### src/rtl/rom_read_arbiter_if.sv
// Requester-side bus of the ROM read arbiter: valid/ready read requests
// plus the tagged one-cycle response strobe.
interface rom_read_arbiter_if #(
  parameter int NUM_REQ = 4,
  parameter int ADDR_W  = 7,
  parameter int DATA_W  = 8
);
  logic [NUM_REQ-1:0]        req_valid;
  logic [NUM_REQ*ADDR_W-1:0] req_addr;
  logic [NUM_REQ-1:0]        req_ready;
  logic [NUM_REQ-1:0]        rsp_valid;
  logic [DATA_W-1:0]         rsp_data;

  modport master (
    output req_valid, req_addr,
    input  req_ready, rsp_valid, rsp_data
  );

  modport slave (
    input  req_valid, req_addr,
    output req_ready, rsp_valid, rsp_data
  );
endinterface

### src/rtl/rom_read_arbiter.sv
// Round-robin arbiter sharing one registered-output ROM among NUM_REQ
// requesters; one read per clock, responses two cycles after the grant.
module rom_read_arbiter #(
  parameter int NUM_REQ = 4,
  parameter int ADDR_W  = 7,
  parameter int DATA_W  = 8
) (
  input  logic               i_clk,
  input  logic               i_rst,
  rom_read_arbiter_if.slave  bus,
  output logic [ADDR_W-1:0]  o_rom_address,
  input  logic [DATA_W-1:0]  i_rom_data,
  output logic               o_busy
);
  localparam int PTR_W = (NUM_REQ > 1) ? $clog2(NUM_REQ) : 1;

  logic [PTR_W-1:0]   r_ptr, r_s1_tag, r_s2_tag;
  logic               r_s1_valid, r_s2_valid;
  logic [PTR_W-1:0]   w_idx, w_nxt;
  logic [PTR_W:0]     w_j;
  logic               w_found;
  logic [ADDR_W-1:0]  w_addr;
  logic [NUM_REQ-1:0] w_grant, w_rsp;

  // Rotating priority scan starting at the pointer; first valid requester wins.
  always_comb begin
    w_found = 1'b0;
    w_idx   = '0;
    w_addr  = '0;
    w_j     = '0;
    w_grant = '0;
    for (int i = 0; i < NUM_REQ; i++) begin
      w_j = {1'b0, r_ptr} + (PTR_W+1)'(i);
      if (w_j >= (PTR_W+1)'(NUM_REQ)) w_j = w_j - (PTR_W+1)'(NUM_REQ);
      if (!w_found && bus.req_valid[w_j[PTR_W-1:0]]) begin
        w_found = 1'b1;
        w_idx   = w_j[PTR_W-1:0];
      end
    end
    for (int k = 0; k < NUM_REQ; k++)
      if (w_idx == PTR_W'(k)) w_addr = bus.req_addr[k*ADDR_W +: ADDR_W];
    if (i_rst) w_found = 1'b0;
    if (w_found) w_grant[w_idx] = 1'b1;
  end

  assign w_nxt         = (w_idx == PTR_W'(NUM_REQ-1)) ? '0 : w_idx + 1'b1;
  assign bus.req_ready = w_grant;

  always_ff @(posedge i_clk) begin
    if (i_rst) begin
      o_rom_address <= '0;
      r_ptr         <= '0;
      r_s1_valid    <= 1'b0;
      r_s2_valid    <= 1'b0;
      r_s1_tag      <= '0;
      r_s2_tag      <= '0;
    end else begin
      r_s1_valid <= w_found;
      if (w_found) begin
        o_rom_address <= w_addr;
        r_s1_tag      <= w_idx;
        r_ptr         <= w_nxt;
      end
      // Stage 2 lines up with the ROM's own output register.
      r_s2_valid <= r_s1_valid;
      r_s2_tag   <= r_s1_tag;
    end
  end

  always_comb begin
    w_rsp = '0;
    if (r_s2_valid) w_rsp[r_s2_tag] = 1'b1;
  end

  assign bus.rsp_valid = w_rsp;
  assign bus.rsp_data  = r_s2_valid ? i_rom_data : '0;
  assign o_busy        = r_s1_valid | r_s2_valid;
endmodule

### src/flat_wrapper.sv
// flat-port wrapper written by rule: the top's interface ports become plain ports
module rom_read_arbiter_flat 
#(
  parameter int NUM_REQ = 4,
  parameter int ADDR_W  = 7,
  parameter int DATA_W  = 8
)
  (i_clk, i_rst, o_rom_address, i_rom_data, o_busy, bus_req_valid, bus_req_addr, bus_req_ready, bus_rsp_valid, bus_rsp_data);
  rom_read_arbiter_if #(.NUM_REQ(NUM_REQ), .ADDR_W(ADDR_W), .DATA_W(DATA_W)) bus_i ();
  input  logic i_clk;
  input  logic i_rst;
  output logic [ADDR_W-1:0] o_rom_address;
  input  logic [DATA_W-1:0] i_rom_data;
  output logic o_busy;
  input wire logic [$bits(bus_i.req_valid)-1:0] bus_req_valid;
  input wire logic [$bits(bus_i.req_addr)-1:0] bus_req_addr;
  output wire logic [$bits(bus_i.req_ready)-1:0] bus_req_ready;
  output wire logic [$bits(bus_i.rsp_valid)-1:0] bus_rsp_valid;
  output wire logic [$bits(bus_i.rsp_data)-1:0] bus_rsp_data;
  assign bus_i.req_valid = bus_req_valid;
  assign bus_i.req_addr = bus_req_addr;
  assign bus_req_ready = bus_i.req_ready;
  assign bus_rsp_valid = bus_i.rsp_valid;
  assign bus_rsp_data = bus_i.rsp_data;
  rom_read_arbiter #(.NUM_REQ(NUM_REQ), .ADDR_W(ADDR_W), .DATA_W(DATA_W)) u_core (.i_clk(i_clk), .i_rst(i_rst), .bus(bus_i), .o_rom_address(o_rom_address), .i_rom_data(i_rom_data), .o_busy(o_busy));
endmodule
### config.mk
export PLATFORM = sky130hd
export DESIGN_NAME = rom_read_arbiter_flat
export DESIGN_NICKNAME = d
export VERILOG_FILES = /design/src/rtl/rom_read_arbiter_if.sv /design/src/rtl/rom_read_arbiter.sv /design/src/flat_wrapper.sv
export SDC_FILE = /design/constraint.sdc
export NUM_CORES = 1
export LEC_CHECK = 0
export ABC_CLOCK_PERIOD_IN_PS = 3150
export BUFFER_PORTS_ARGS = -buffer_cell sky130_fd_sc_hd__buf_2
export CORE_UTILIZATION = 41
export CTS_CLUSTER_SIZE = 24
export DETAILED_ROUTE_END_ITERATION = 8
export GPL_ROUTABILITY_DRIVEN = 0
export PLACE_DENSITY = 0.78
export SLEW_MARGIN = 20
export SYNTH_ARGS = -nofsm -noshare
export SYNTH_HDL_FRONTEND = slang
export SYNTH_SLANG_ARGS = --single-unit
### constraint.sdc
create_clock -name i_clk -period 3.15 [get_ports i_clk]
set_input_delay 0.7875 -clock i_clk [delete_from_list [all_inputs] [get_ports i_clk]]
set_output_delay 0.7875 -clock i_clk [all_outputs]
set_load 0.01 [all_outputs]
==> results.json <==
{
  "synth.cell_area_um2": 1000,
  "relSlewSlack": 0.680,
  "ys_seq_area_frac": 0.299,
  "crit_path_top_delay_cell": "o22ai_1",
  "rsz0062_at_grt": "false",
  "cts_resized": 0,
  "std_cell_rows": 17,
  "core_um2": 2250,
  "fin_crit_ns": 2.86,
  "grt_pass1_wl_um": 4330,
  "cap_violations": 0,
  "dieArea_um2": 2650,
  "hold_class": "flop to flop",
  "critical-path-top-delay-family": "compound AO/OA/AOI/OAI gates",
  "nNetsFinal": 234,
  "nFillCells": 223,
  "grt_pass1_vias": 1037,
  "drv_slew": 0,
  "cts.clk_slew.worst_paths_ns": 0.09,
  "cp-end-kind": "primary output",
  "fin_skew_ns": 0.00440,
  "p_sw_mw": 0.217,
  "drive_above_1_share": 0.481,
  "crit_top_cell": "buf_2",
  "power_density_nw_per_um2": 437,
  "ioPinCount": 66,
  "clkLatencyLatePin_ns": 0.28,
  "switching_share": 0.360,
  "area_growth_pct": 37.5,
  "p_int_mw": 0.387,
  "dr.pass1.iters": 4,
  "root_buffer": "clkbuf_4",
  "peakVddDrop_mv": 0.299,
  "wirelength_um": 2670,
  "worstSetupPathType": "input pin to primary output",
  "cts_buffers": 3,
  "cp-start-kind": "input pin",
  "dr.first_iter.drc_count": 6,
  "drc": 0,
  "critPathBufInv": 3,
  "die_h_um": 51.5,
  "tightestPinTransition_ns": 0.479,
  "syn_inst": 121,
  "fmax_mhz": 350,
  "wl_per_cell_um": 12.4,
  "vias": 1127,
  "cts_sinks": 15,
  "final_common_cell": "buf_2",
  "drt.antenna.violating_nets": 0,
  "numPortBuffers": 65,
  "synth_top_cell_by_area": "dfxtp_1",
  "synth_fp_nets": 167,
  "cts_setup_buffers": 0,
  "max_stage_delay_ns": 0.31,
  "ys_types": 29,
  "cts_hold_buf": 0,
  "yosys_warnings": 0,
  "cts_tree": "done",
  "pwr-share-clk": 0.181,
  "viasPerCell": 5.24,
  "syn_area_per_cell_um2": 8.30,
  "place_worst_setup_slack_ns": 0.298,
  "antenna_cells": 0,
  "required_ns": 2.36,
  "worstPathCellList": "buf_2 -> a21oi_1 -> o21a_1 -> o22ai_1 -> inv_1 -> ha_1 -> and2_1 -> buf_2",
  "hold_violations": 0,
  "tns_ns": 0,
  "grtUsageTotal": 0.219,
  "overflow": 0,
  "die_width_um": 51.5,
  "layout_common_cells": "65 x buf_2, 15 x dfxtp_1, 12 x a21oi_1, 12 x and2_1, 10 x inv_1",
  "synth_area_leaders": "dfxtp_1 30%, and2_1 7.5%, a221oi_1 6.1%",
  "synth_seq_cells": 15,
  "synth_top_area_frac": 0.299,
  "p_leak_nw": 0.705,
  "status": "finished clean",
  "dp.final_hpwl_um": 2180,
  "cts_max_level": 1,
  "grt_max_degree": 16,
  "initial_core_util": 0.446,
  "period_share": 0.907,
  "combPwrFrac": 0.424,
  "setup_viol": 0,
  "cp_max_fo": 6,
  "worst_slack_ns": 0.293,
  "cts_buffer_depth": 2,
  "antenna_found_initial": 0,
  "seqPwrFrac": 0.396,
  "cp.arrival_ns": 2.07
}
==> flip-flops by register name (all words and copies together) (netlist names) <==
signal and count:
u_core.r_s2_valid 1, u_core.r_s1_valid 1, u_core.o_rom_address 7, u_core.r_s2_tag 2, u_core.r_s1_tag 2, u_core.r_ptr 2
==> power groups by stage <==
stage | sequential (mW) | combinational, mW | clock [mW]
3_5_place_dp | 0.243 | 0.256 | 0
5_1_grt | 0.243 | 0.285 | 0.123
2_1_floorplan | 0.248 | 0.158 | 0
6_report | 0.239 | 0.256 | 0.109
4_1_cts | 0.239 | 0.257 | 0.114
3_3_place_gp | 0.242 | 0.246 | 0
==> metal layers <==
metal | GRT usage | vias to the layer above | wire, µm
li1 | - | 561 | -
met1 | 0.233 | 510 | 1070
met2 | 0.416 | 52 | 1350
met3 | 0.0702 | 4 | 230
met4 | 0.0450 | 0 | 26
met5 | 0 | - | 0
==> cell families (layout without fill, tap and decap cells) <==
group | Yosys count | count (layout) | share of synthesized area
muxes | 1 | 1 | 0.00996
buffers and inverters | 18 | 84 | 0.0859
and+or+nand+nor | 52 | 52 | 0.342
DFF | 15 | 15 | 0.299
AOI/OAI and AO/OA | 31 | 31 | 0.213
adders and majority gates | 4 | 4 | 0.0498
==> cell usage after synthesis <==
cell and count:
nor2_2 6, a221oi_1 7, nor3_1 1, a211oi_1 8
a21o_1 1, nor3_2 6, o21a_1 1, buf_6 1
nand2_1 7, or2_2 1, nand3b_1 7, or4_1 1
nand2b_1 1, nor3b_1 1, ha_1 4, inv_1 10
nor2_4 1, and2_1 12, nor2_1 3, nor2b_1 3
clkbuf_1 4, dfxtp_1 15, nor4_2 1, and3_1 1
o221a_2 1, o22ai_1 1, a21oi_1 12, mux2i_1 1
buf_4 3
==> layout make-up <==
type | count | area, µm² | area share
inverter | 10 | 37.5 | 0.0272
sequential | 15 | 300 | 0.217
timing repair buffer | 70 | 363 | 0.263
multi-input combinational | 88 | 618 | 0.447
clock inverter | 1 | 5.00 | 0.00362
clock buffer | 3 | 22.5 | 0.0163
tap | 28 | 35.0 | 0.0254
==> per-stage QoR <==
| step | power, mW | hold slack, ns | area, µm² | instances | util |
|---|---|---|---|---|---|
| after detailed placement | 0.499 | 0.446 | 1350 | 211 | 0.600 |
| after floorplan | 0.406 | 0.429 | 1000 | 121 | - |
| after CTS | 0.610 | 0.460 | 1380 | 215 | 0.613 |
| after global routing | 0.651 | 0.477 | 1380 | 215 | 0.613 |
| final | 0.604 | 0.457 | 1380 | 215 | 0.613 |
| after global placement | 0.488 | 0.441 | 1350 | 211 | 0.600 |
==> tightest hold or removal path: cells and delay by family (launching register included) <==
family	cells	cell delay (ns)
and+or+nand+nor	1	0.05
AOI/OAI and AO/OA	1	0.05
DFF	1	0.32
==> path summary, 6_finish.rpt <==
kind | from | endpoint | slack [ns] | depth (start not counted)
max | bus_req_valid[0] | bus_req_ready[2] | 0.29 | 8
min reg2reg | u_core.r_s1_tag[0] | u_core.r_s1_tag[0] | 0.46 | 2
max reg2reg | u_core.r_ptr[1] | u_core.o_rom_address[3] | 0.86 | 9
min | u_core.r_s1_tag[0] | u_core.r_s1_tag[0] | 0.46 | 2
(Power assumes the default switching activity.)
